**src/rtl/weight_ram_pkg.sv**
```systemverilog
// Shared defaults and loader state encoding for the weight RAM loader and weightRAM.
// Optional feature macro used by the loader: WEIGHT_LOADER_CHECKSUM_EN.
package weight_ram_pkg;

   localparam int WR_BITWIDTH   = 18;
   localparam int WR_NCOLS      = 16;
   localparam int WR_NROWS      = 16;
   localparam int WR_ADDR_WIDTH = 4;

   localparam logic [1:0] ST_IDLE  = 2'd0;
   localparam logic [1:0] ST_FILL  = 2'd1;
   localparam logic [1:0] ST_WRITE = 2'd2;
   localparam logic [1:0] ST_DONE  = 2'd3;

   typedef enum logic [1:0] {
      LS_IDLE  = ST_IDLE,
      LS_FILL  = ST_FILL,
      LS_WRITE = ST_WRITE,
      LS_DONE  = ST_DONE
   } loader_state_e;

   // A single-column row still needs a one-bit column index.
   function automatic int col_width(input int n);
      return (n > 1) ? $clog2(n) : 1;
   endfunction

endpackage

```
**src/rtl/weight_row_buffer.sv**
```systemverilog
// Column-indexed row assembly register: one word written per cycle by index,
// whole row cleared on request.
module weight_row_buffer
   import weight_ram_pkg::*;
#(
   parameter  int BITWIDTH = WR_BITWIDTH,
   parameter  int NCOLS    = WR_NCOLS,
   localparam int COL_W    = col_width(NCOLS)
) (
   input  logic                      clock,
   input  logic                      reset,
   input  logic                      clr,
   input  logic                      wr_en,
   input  logic [COL_W-1:0]          wr_col,
   input  logic [BITWIDTH-1:0]       wr_word,
   output logic [NCOLS*BITWIDTH-1:0] row
);

   genvar gi;
   generate
      for (gi = 0; gi < NCOLS; gi = gi + 1) begin : g_col
         logic [BITWIDTH-1:0] word_q;
         logic [BITWIDTH-1:0] word_d;

         always_comb begin
            word_d = word_q;
            if (clr) begin
               word_d = '0;
            end else if (wr_en && (wr_col == COL_W'(gi))) begin
               word_d = wr_word;
            end
         end

         always_ff @(posedge clock) begin
            if (reset) begin
               word_q <= '0;
            end else begin
               word_q <= word_d;
            end
         end

         assign row[gi*BITWIDTH +: BITWIDTH] = word_q;
      end
   endgenerate

endmodule

```
**src/rtl/weight_ram_loader.sv**
```systemverilog
// Streams weight words into rows and writes each completed row to the weight RAM.
// Define WEIGHT_LOADER_CHECKSUM_EN to add a running checksum output of accepted words.
module weight_ram_loader
   import weight_ram_pkg::*;
#(
   parameter int BITWIDTH   = WR_BITWIDTH,
   parameter int NCOLS      = WR_NCOLS,
   parameter int NROWS      = WR_NROWS,
   parameter int ADDR_WIDTH = WR_ADDR_WIDTH
) (
   input  logic                      clock,
   input  logic                      reset,
   input  logic                      start,
   input  logic [BITWIDTH-1:0]       in_data,
   input  logic                      in_valid,
   output logic                      in_ready,
   output logic                      wr_en,
   output logic [ADDR_WIDTH-1:0]     wr_addr,
   output logic [NCOLS*BITWIDTH-1:0] wr_data,
   output logic                      busy,
   output logic                      done
`ifdef WEIGHT_LOADER_CHECKSUM_EN
   ,
   output logic [BITWIDTH+7:0]       checksum
`endif
);

   localparam int COL_W = col_width(NCOLS);
   localparam int ROW_W = NCOLS * BITWIDTH;

   logic [1:0]            state_q, state_d;
   logic [COL_W-1:0]      col_q, col_d;
   logic [ADDR_WIDTH-1:0] row_q, row_d;
   logic [ADDR_WIDTH-1:0] addr_hold_q, addr_hold_d;
   logic [ROW_W-1:0]      data_hold_q, data_hold_d;
   logic [ROW_W-1:0]      row_word;
   logic                  accept;
   logic                  start_ok;
   logic                  last_col;
   logic                  last_row;

   assign accept   = (state_q == ST_FILL) && in_valid;
   assign start_ok = (state_q == ST_IDLE) && start;
   assign last_col = (col_q == COL_W'(NCOLS - 1));
   assign last_row = (row_q == ADDR_WIDTH'(NROWS - 1));

   weight_row_buffer #(
      .BITWIDTH (BITWIDTH),
      .NCOLS    (NCOLS)
   ) u_row_buffer (
      .clock   (clock),
      .reset   (reset),
      .clr     (start_ok),
      .wr_en   (accept),
      .wr_col  (col_q),
      .wr_word (in_data),
      .row     (row_word)
   );

   always_comb begin
      state_d     = state_q;
      col_d       = col_q;
      row_d       = row_q;
      addr_hold_d = addr_hold_q;
      data_hold_d = data_hold_q;
      case (state_q)
         ST_IDLE: begin
            if (start) begin
               state_d = ST_FILL;
               col_d   = '0;
               row_d   = '0;
            end
         end
         ST_FILL: begin
            if (accept) begin
               if (last_col) begin
                  col_d   = '0;
                  state_d = ST_WRITE;
               end else begin
                  col_d = col_q + COL_W'(1);
               end
            end
         end
         ST_WRITE: begin
            // Capture what is being written so the RAM-side outputs hold afterwards.
            addr_hold_d = row_q;
            data_hold_d = row_word;
            if (last_row) begin
               state_d = ST_DONE;
            end else begin
               row_d   = row_q + ADDR_WIDTH'(1);
               state_d = ST_FILL;
            end
         end
         ST_DONE: begin
            state_d = ST_IDLE;
         end
         default: begin
            state_d = ST_IDLE;
         end
      endcase
   end

   always_ff @(posedge clock) begin
      if (reset) begin
         state_q     <= ST_IDLE;
         col_q       <= '0;
         row_q       <= '0;
         addr_hold_q <= '0;
         data_hold_q <= '0;
      end else begin
         state_q     <= state_d;
         col_q       <= col_d;
         row_q       <= row_d;
         addr_hold_q <= addr_hold_d;
         data_hold_q <= data_hold_d;
      end
   end

   assign in_ready = (state_q == ST_FILL);
   assign wr_en    = (state_q == ST_WRITE);
   assign busy     = (state_q != ST_IDLE);
   assign done     = (state_q == ST_DONE);
   assign wr_addr  = wr_en ? row_q : addr_hold_q;
   assign wr_data  = wr_en ? row_word : data_hold_q;

`ifdef WEIGHT_LOADER_CHECKSUM_EN
   logic [BITWIDTH+7:0] checksum_q, checksum_d;

   // Wraps naturally at the register width.
   always_comb begin
      checksum_d = checksum_q;
      if (start_ok) begin
         checksum_d = '0;
      end else if (accept) begin
         checksum_d = checksum_q + {8'd0, in_data};
      end
   end

   always_ff @(posedge clock) begin
      if (reset) begin
         checksum_q <= '0;
      end else begin
         checksum_q <= checksum_d;
      end
   end

   assign checksum = checksum_q;
`endif

endmodule

```
**config.mk**
```make
export PLATFORM = sky130hd
export DESIGN_NAME = weight_ram_loader
export DESIGN_NICKNAME = d
export VERILOG_FILES = /design/src/rtl/weight_ram_pkg.sv /design/src/rtl/weight_row_buffer.sv /design/src/rtl/weight_ram_loader.sv
export SDC_FILE = /design/constraint.sdc
export NUM_CORES = 1
export LEC_CHECK = 0
export CAP_MARGIN = 20
export CORE_ASPECT_RATIO = 0.8
export CORE_MARGIN = 2
export CORE_UTILIZATION = 59
export DETAILED_ROUTE_END_ITERATION = 10
export GPL_TIMING_DRIVEN = 0
export PLACE_DENSITY = 0.85
export SYNTH_ARGS = -nofsm -noshare
export SYNTH_HDL_FRONTEND = slang
export SYNTH_SLANG_ARGS = --single-unit
```
**constraint.sdc**
```tcl
create_clock -name clock -period 3.2 [get_ports clock]
set_input_delay 0.32 -clock clock [delete_from_list [all_inputs] [get_ports clock]]
set_output_delay 0.32 -clock clock [all_outputs]
set_load 0.02 [all_outputs]
```
# == Yosys cells after proc, flatten, opt, wreduce, memory -nomap -nowiden ==
# Cells that the tools add are included.
# W data, S select, Z words.
# totals
word_cells,86
out_inout_bits,296
ff_bits,590
input_bits,22
# op_classes
addsub,2
n_mux,13
reduce_logical,27
eq_ne,23
# ops
operator,count
$mux W288,1
$eq A4 B4 Y1 const B,9
$mux W4,5
$logic_and A1 B1 Y1,18
$eq A4 B3 Y1 const B,4
$pmux W4 S2,2
$reduce_and A3 Y1,3
$add A4 B1 Y4 const B,2
$eq A4 B2 Y1 const B,2
$mux W2,4
$pmux W2 S4,1
$reduce_bool A2 Y1,3
$eq A2 B2 Y1 const B,2
$eq A4 B1 Y1 const B,1
$logic_not A4 Y1,1
$ne A2 B1 Y1 const B,2
$ne A2 B2 Y1 const B,2
$eq A2 B1 Y1 const B,1
$logic_not A2 Y1,1
$reduce_or A2 Y1,1

# == Depth between registers and ports, before layout ==
# logic_depth
ltp_word,4
ltp_mapped,8
depth_no_buf,5

# == Hierarchy ==
# Synthesis repeated with hierarchy kept, for this count alone.
# unflattened
cells_unflattened,1988
hier_area_um2,24111.9
# by_module_without_submodules
module,instances,seq_area_each_um2,area_each_um2,cells_per_inst
weight_ram_loader,1,6045.8,13549.2,1005
weight_row_buffer,1,5765.5,10562.6,983

# == Worst setup path before layout ==
# OpenSTA, ideal clock, no wires.
# synth_path
path_kind,register to register
start,register col_q[0]
end,register u_row_buffer.g_col[2].word_q[10]
setup_slack_ns,1.520
path_buffers,2
setup_time_ns,0.072
t_arrival_ns,1.608
required_time_ns,3.128
stages_incl_launch_ff,8
period_less_slack_ns,1.680
cell_sequence,dfxtp_1 -> inv_1 -> ha_1 -> and4b_1 -> buf_2 -> nand2_2 -> buf_2 -> mux2i_1
# synth_via
elab_chain_len,2
# synth_rtl
item,line,rtl
start: declaration,weight_ram_loader.sv:32,"logic [COL_W-1:0] col_q, col_d;"
start signal: assignment,weight_ram_loader.sv:113,col_q <= col_d;
$eq A4 B2 Y1,weight_row_buffer.sv:29,end else if (wr_en && (wr_col == COL_W'(gi))) begin
$logic_and A1 B1 Y1,weight_row_buffer.sv:29,
end signal: assignment,weight_row_buffer.sv:38,word_q <= word_d;
end: declaration,weight_row_buffer.sv:22,logic [BITWIDTH-1:0] word_q;
# Every way passes these cells.
# A chain may end at the register's enable or synchronous reset.

# == Worst setup path in the final report ==
# layout_path
start,register state_q[0]
end,output wr_data[96]
# layout_via
elab_chain_len,2
# layout_rtl
item,line,rtl
start: declaration,weight_ram_loader.sv:31,"logic [1:0] state_q, state_d;"
start signal: assignment,weight_ram_loader.sv:112,state_q <= state_d;
$eq A2 B2 Y1,weight_ram_loader.sv:121,assign wr_en = (state_q == ST_WRITE);
$mux W288,--,
end: declaration,weight_ram_loader.sv:19,"output logic [NCOLS*BITWIDTH-1:0] wr_data,"
# Every way passes these cells.

==> results.md <==
Logic synthesis:
- For this run, the number of Yosys warnings is 0.
- The distinct cell type count after synthesis is 45.
- Yosys mapped a number of flops with a built-in enable equal to 0.
- For this run, the leading register cell type out of synthesis is sky130_fd_sc_hd__dfxtp_1.
- The synthesized area per cell is about 12 um2.
- The number of flip-flops and latches in the synthesized netlist is 590.
- The synthesized cell area is 0.0237 mm2.
- The number of nets in the synthesized netlist is 2059.
- Of the synthesized area, sequential elements account for around 50%.
- The async set or reset register ratio after synthesis is 0%.
- The cell count after synthesis is a little over 2000.

Power:
- The worst ir drop on vdd is 0.378 mV.
- The analysis attributes to cell leakage a power of approximately 14 nW.
- The cell area power density is 522 mW/mm2.

Clock network:
- The number of post-CTS setup repair buffers is 0.
- The clock-pin slew of the registers on the worst-case setup and hold paths is ~0.070 ns.
- Clock latency on the worst-skew pair, taken at its later pin, is 0.59 ns.
- The buffer levels on the longest clock path is 3.
- TritonCTS built the clock tree.
- After clock tree synthesis, the flow added hold-fix buffers numbering 0.
- The H-tree was split into 2 levels.
- The library cell used as clock root buffer is sky130_fd_sc_hd__clkbuf_16.
- Counting the buffers created by CTS gives 55.
- The CTS sink count is a little under 600.
- The post-cts sizing count is 0.

Floorplan:
- The floorplan step defined a core boundary enclosing 0.0395 mm2.
- After floorplanning, the core was divided into 65 placement rows.
- The die covers around 0.042 mm2.
- The die extent in y is roughly 180 um.
- 318 I/O pins were placed.
- The starting density of the core is around 60%.
- The floorplan die width is 228 um.

Final layout:
- The layout overhead on the synthesized area is 24.9%.
- The count of cells in the finished layout, fillers not included, comes to between 2000 and 3000.
- For this run, the post-layout net count is 2433.
- The count of antenna diodes in the layout is 0.
- Of the cells placed in the final design, the portion with a size suffix greater than 1 is 21.1%.
- The fraction of the core area covered by cells at the end of the flow is 75.0%.
- The area of all placed cells without fillers is around 0.030 mm2.

Setup path:
- The worst setup path is captured at an output port.
- The endpoint identified for the worst register-to-register timing path is u_row_buffer.g_col[14].word_q[8].
- At the worst endpoint, the required time is 2.88 ns.
- The depth of the worst register-to-register path is 5.
- Data on the critical path arrives at its endpoint at 2.82 ns.
- The worst register-to-register path has a setup slack of 0.76 ns.
- The capture point of the worst path is wr_data[96].
- The maximum fanout count along the critical path is 10.
- The worst register-to-register path begins at state_q[1].
- The critical path launch point is state_q[0].
- STA classifies the critical path startpoint as a flip-flop.
- The critical path class is reg2out.

Detailed routing:
- The total via count after detailed routing is 17000.
- Once detail routing completed, the nets flagged for antenna violations numbered 0.
- The vias per cell is between 5 and 6.
- The average detailed-routed wire length per instance is 22.7 um.
- The violation count after the first detailed-routing iteration is 1291.
- In the routed design, unresolved DRC markers number 0.
- For this block, the routed nets add up to between 60000 and 70000 um of wire.
- The detailed-router iteration count before antenna repair is 8.

Place:
- Once placement finished, the instance area stood at ~0.028 mm2.
- The congestion estimate from routability-driven global placement came to 0.852.
- Input and output buffers added on the ports amount to between 300 and 400.
- At the placement stage, the worst setup path has a slack of 0.315 ns.
- The cell count after placement is 2885.
- Detailed placement ended at an HPWL of between 40000 and 50000 um.

Job:
- The number of maximum-capacitance violations is 0.

GRT:
- Across every metal layer, demand over resource in global routing totals 31.4%.
- The met2 track utilization from global routing is a little over half.
- After global routing, the most crowded layer is met2.
- The total congestion overflow is 0.
- The initial antenna violation count is 0.
- The number of global-route vias before repair is 17200.
- The pin count of the biggest net entering global routing is 16.
- The routing usage on met1 is 40.5%.
- In the global route stage, met3 resource usage came out at 5.49%.
- The first global-routing pass estimated 102000 um of wire.

Timing:
- Setup repair after global routing left no endpoint under its margin.
- The number of max-slew violations in the final report is 0.
- The final setup violation count is 0.
- The post-route clock skew is between 0.015 and 0.02 ns.
- The worst setup margin is 0.0561 ns.
- The fmax is ~0.32 GHz.
- For the pin with the worst max-slew slack, the measured transition is 0.932 ns.
- Counting I/O delays and the setup requirement, the final critical path takes 3.14 ns.
- In this run the tightest slew margin relative to its limit is 37.9%.
- The share of the clock period used by the worst path after layout is 98.2%.
- The count of endpoints failing hold in the final timing report came to 0.
- The aggregate negative setup slack is 0 ns.

Run status:
- The flow ran to the end, and the final reports show no timing, DRC or antenna violations.

Hold path:
- The worst hold path startpoint is u_row_buffer.g_col[5].word_q[13].
- The worst hold path belongs to the class reg2reg.
[state kept, by name (all words and copies together) (netlist names)]
register,count
row_q,4
data_hold_q,288
u_row_buffer.g_col.word_q,288
addr_hold_q,4
col_q,4
state_q,2
[cells in the final DEF, fill, tap and decap left out, types with 16 or more instances in the layout]
cell type / instances
sky130_fd_sc_hd__dfxtp_1: 590
sky130_fd_sc_hd__clkdlybuf4s50_1: 315
sky130_fd_sc_hd__nand3_1: 314
sky130_fd_sc_hd__and2_1: 293
sky130_fd_sc_hd__mux2i_1: 290
sky130_fd_sc_hd__mux2_4: 177
sky130_fd_sc_hd__mux2_2: 111
sky130_fd_sc_hd__clkbuf_1: 64
sky130_fd_sc_hd__clkbuf_16: 57
sky130_fd_sc_hd__buf_6: 43
sky130_fd_sc_hd__buf_2: 40
sky130_fd_sc_hd__buf_4: 31
sky130_fd_sc_hd__clkinv_2: 16
[through the flow]
stage / hold slack [ns] / total power, W
2_1_floorplan: 0.444 / 0.00795
3_3_place_gp: 0.453 / 0.00822
3_5_place_dp: 0.464 / 0.00823
4_1_cts: 0.453 / 0.0155
5_1_grt: 0.489 / 0.0159
6_report: 0.473 / 0.0155
[where the power goes]
group / switching, W / total [W] / internal [W]
Clock: 0.00290 / 0.00740 / 0.00450
Combinational: 0.000524 / 0.000725 / 0.000201
Sequential: 0.00000942 / 0.00736 / 0.00735
[critical path, stage by stage (launching register included)]
cell and delay, ns:
sky130_fd_sc_hd__dfxtp_1 0.40, sky130_fd_sc_hd__nand2b_1 0.12, sky130_fd_sc_hd__buf_2 0.27, sky130_fd_sc_hd__buf_6 0.28, sky130_fd_sc_hd__buf_6 0.23, sky130_fd_sc_hd__mux2_4 0.34, sky130_fd_sc_hd__clkdlybuf4s50_1 0.60
[cells in the mapped netlist (2+ instances only)]
library cell               number  area, um2
sky130_fd_sc_hd__dfxtp_1      590      11800
sky130_fd_sc_hd__nand3_1      314       1570
sky130_fd_sc_hd__and2_1       293       1830
sky130_fd_sc_hd__mux2i_1      290       2900
sky130_fd_sc_hd__mux2_4       177       2660
sky130_fd_sc_hd__mux2_2       111       1250
sky130_fd_sc_hd__clkbuf_1      61        229
sky130_fd_sc_hd__buf_6         43        484
sky130_fd_sc_hd__buf_2         40        200
sky130_fd_sc_hd__buf_4         31        233
sky130_fd_sc_hd__buf_1          8       30.0
sky130_fd_sc_hd__nand2_2        8       50.1
sky130_fd_sc_hd__a21oi_1        6       30.0
sky130_fd_sc_hd__o21ai_0        6       30.0
sky130_fd_sc_hd__ha_1           5       62.6
sky130_fd_sc_hd__and4b_1        4       40.0
sky130_fd_sc_hd__nand2_1        4       15.0
sky130_fd_sc_hd__nor2b_1        4       25.0
sky130_fd_sc_hd__mux2_1         3       33.8
sky130_fd_sc_hd__nand2_4        3       33.8
sky130_fd_sc_hd__inv_1          2       7.51
sky130_fd_sc_hd__nand4_1        2       12.5
sky130_fd_sc_hd__nand4b_1       2       17.5
sky130_fd_sc_hd__nor2_1         2       7.51
sky130_fd_sc_hd__o211ai_1       2       15.0
sky130_fd_sc_hd__or3_1          2       12.5
[cells by family (layout without fill, tap and decap cells)]
logic type	after synthesis	count (layout)	synth area share, %
adder cells (fa/ha/maj)	5	5	0.264
flip-flops	590	590	49.8
AO/OA/AOI/OAI	20	20	0.506
buffers and inverters	187	607	5.02
AND/OR/NAND/NOR	649	649	15.6
multiplexers	581	581	28.8
[cell type report]
class                   count  area (um2)
repair buffers            317        3180
clock inverters            38         564
flip-flops and latches    590       11800
multi-input cells        1255       10700
fillers                  2585        9870
plain buffers             183        1180
inverters                   4        15.0
clock buffers              65        1510
well taps                 536         671
[per-layer routing]
layer | vias up | routed length (um)
met5 | - | 0
met4 | 0 | 3010
met3 | 166 | 4250
met2 | 634 | 31600
met1 | 8460 | 28900
li1 | 7748 | -
[worst min-delay path by stage]
stage                                            end  slack [ns]  depth (start not counted)
finish              u_row_buffer.g_col[5].word_q[13]        0.47                          2
CTS                                       state_q[0]        0.45                          3
detailed placement   u_row_buffer.g_col[0].word_q[5]        0.46                          2
global route        u_row_buffer.g_col[8].word_q[13]        0.49                          2
floorplan                             addr_hold_q[3]        0.44                          2
global placement    u_row_buffer.g_col[5].word_q[13]        0.45                          2
No activity file was read; power rests on OpenSTA's default activity.
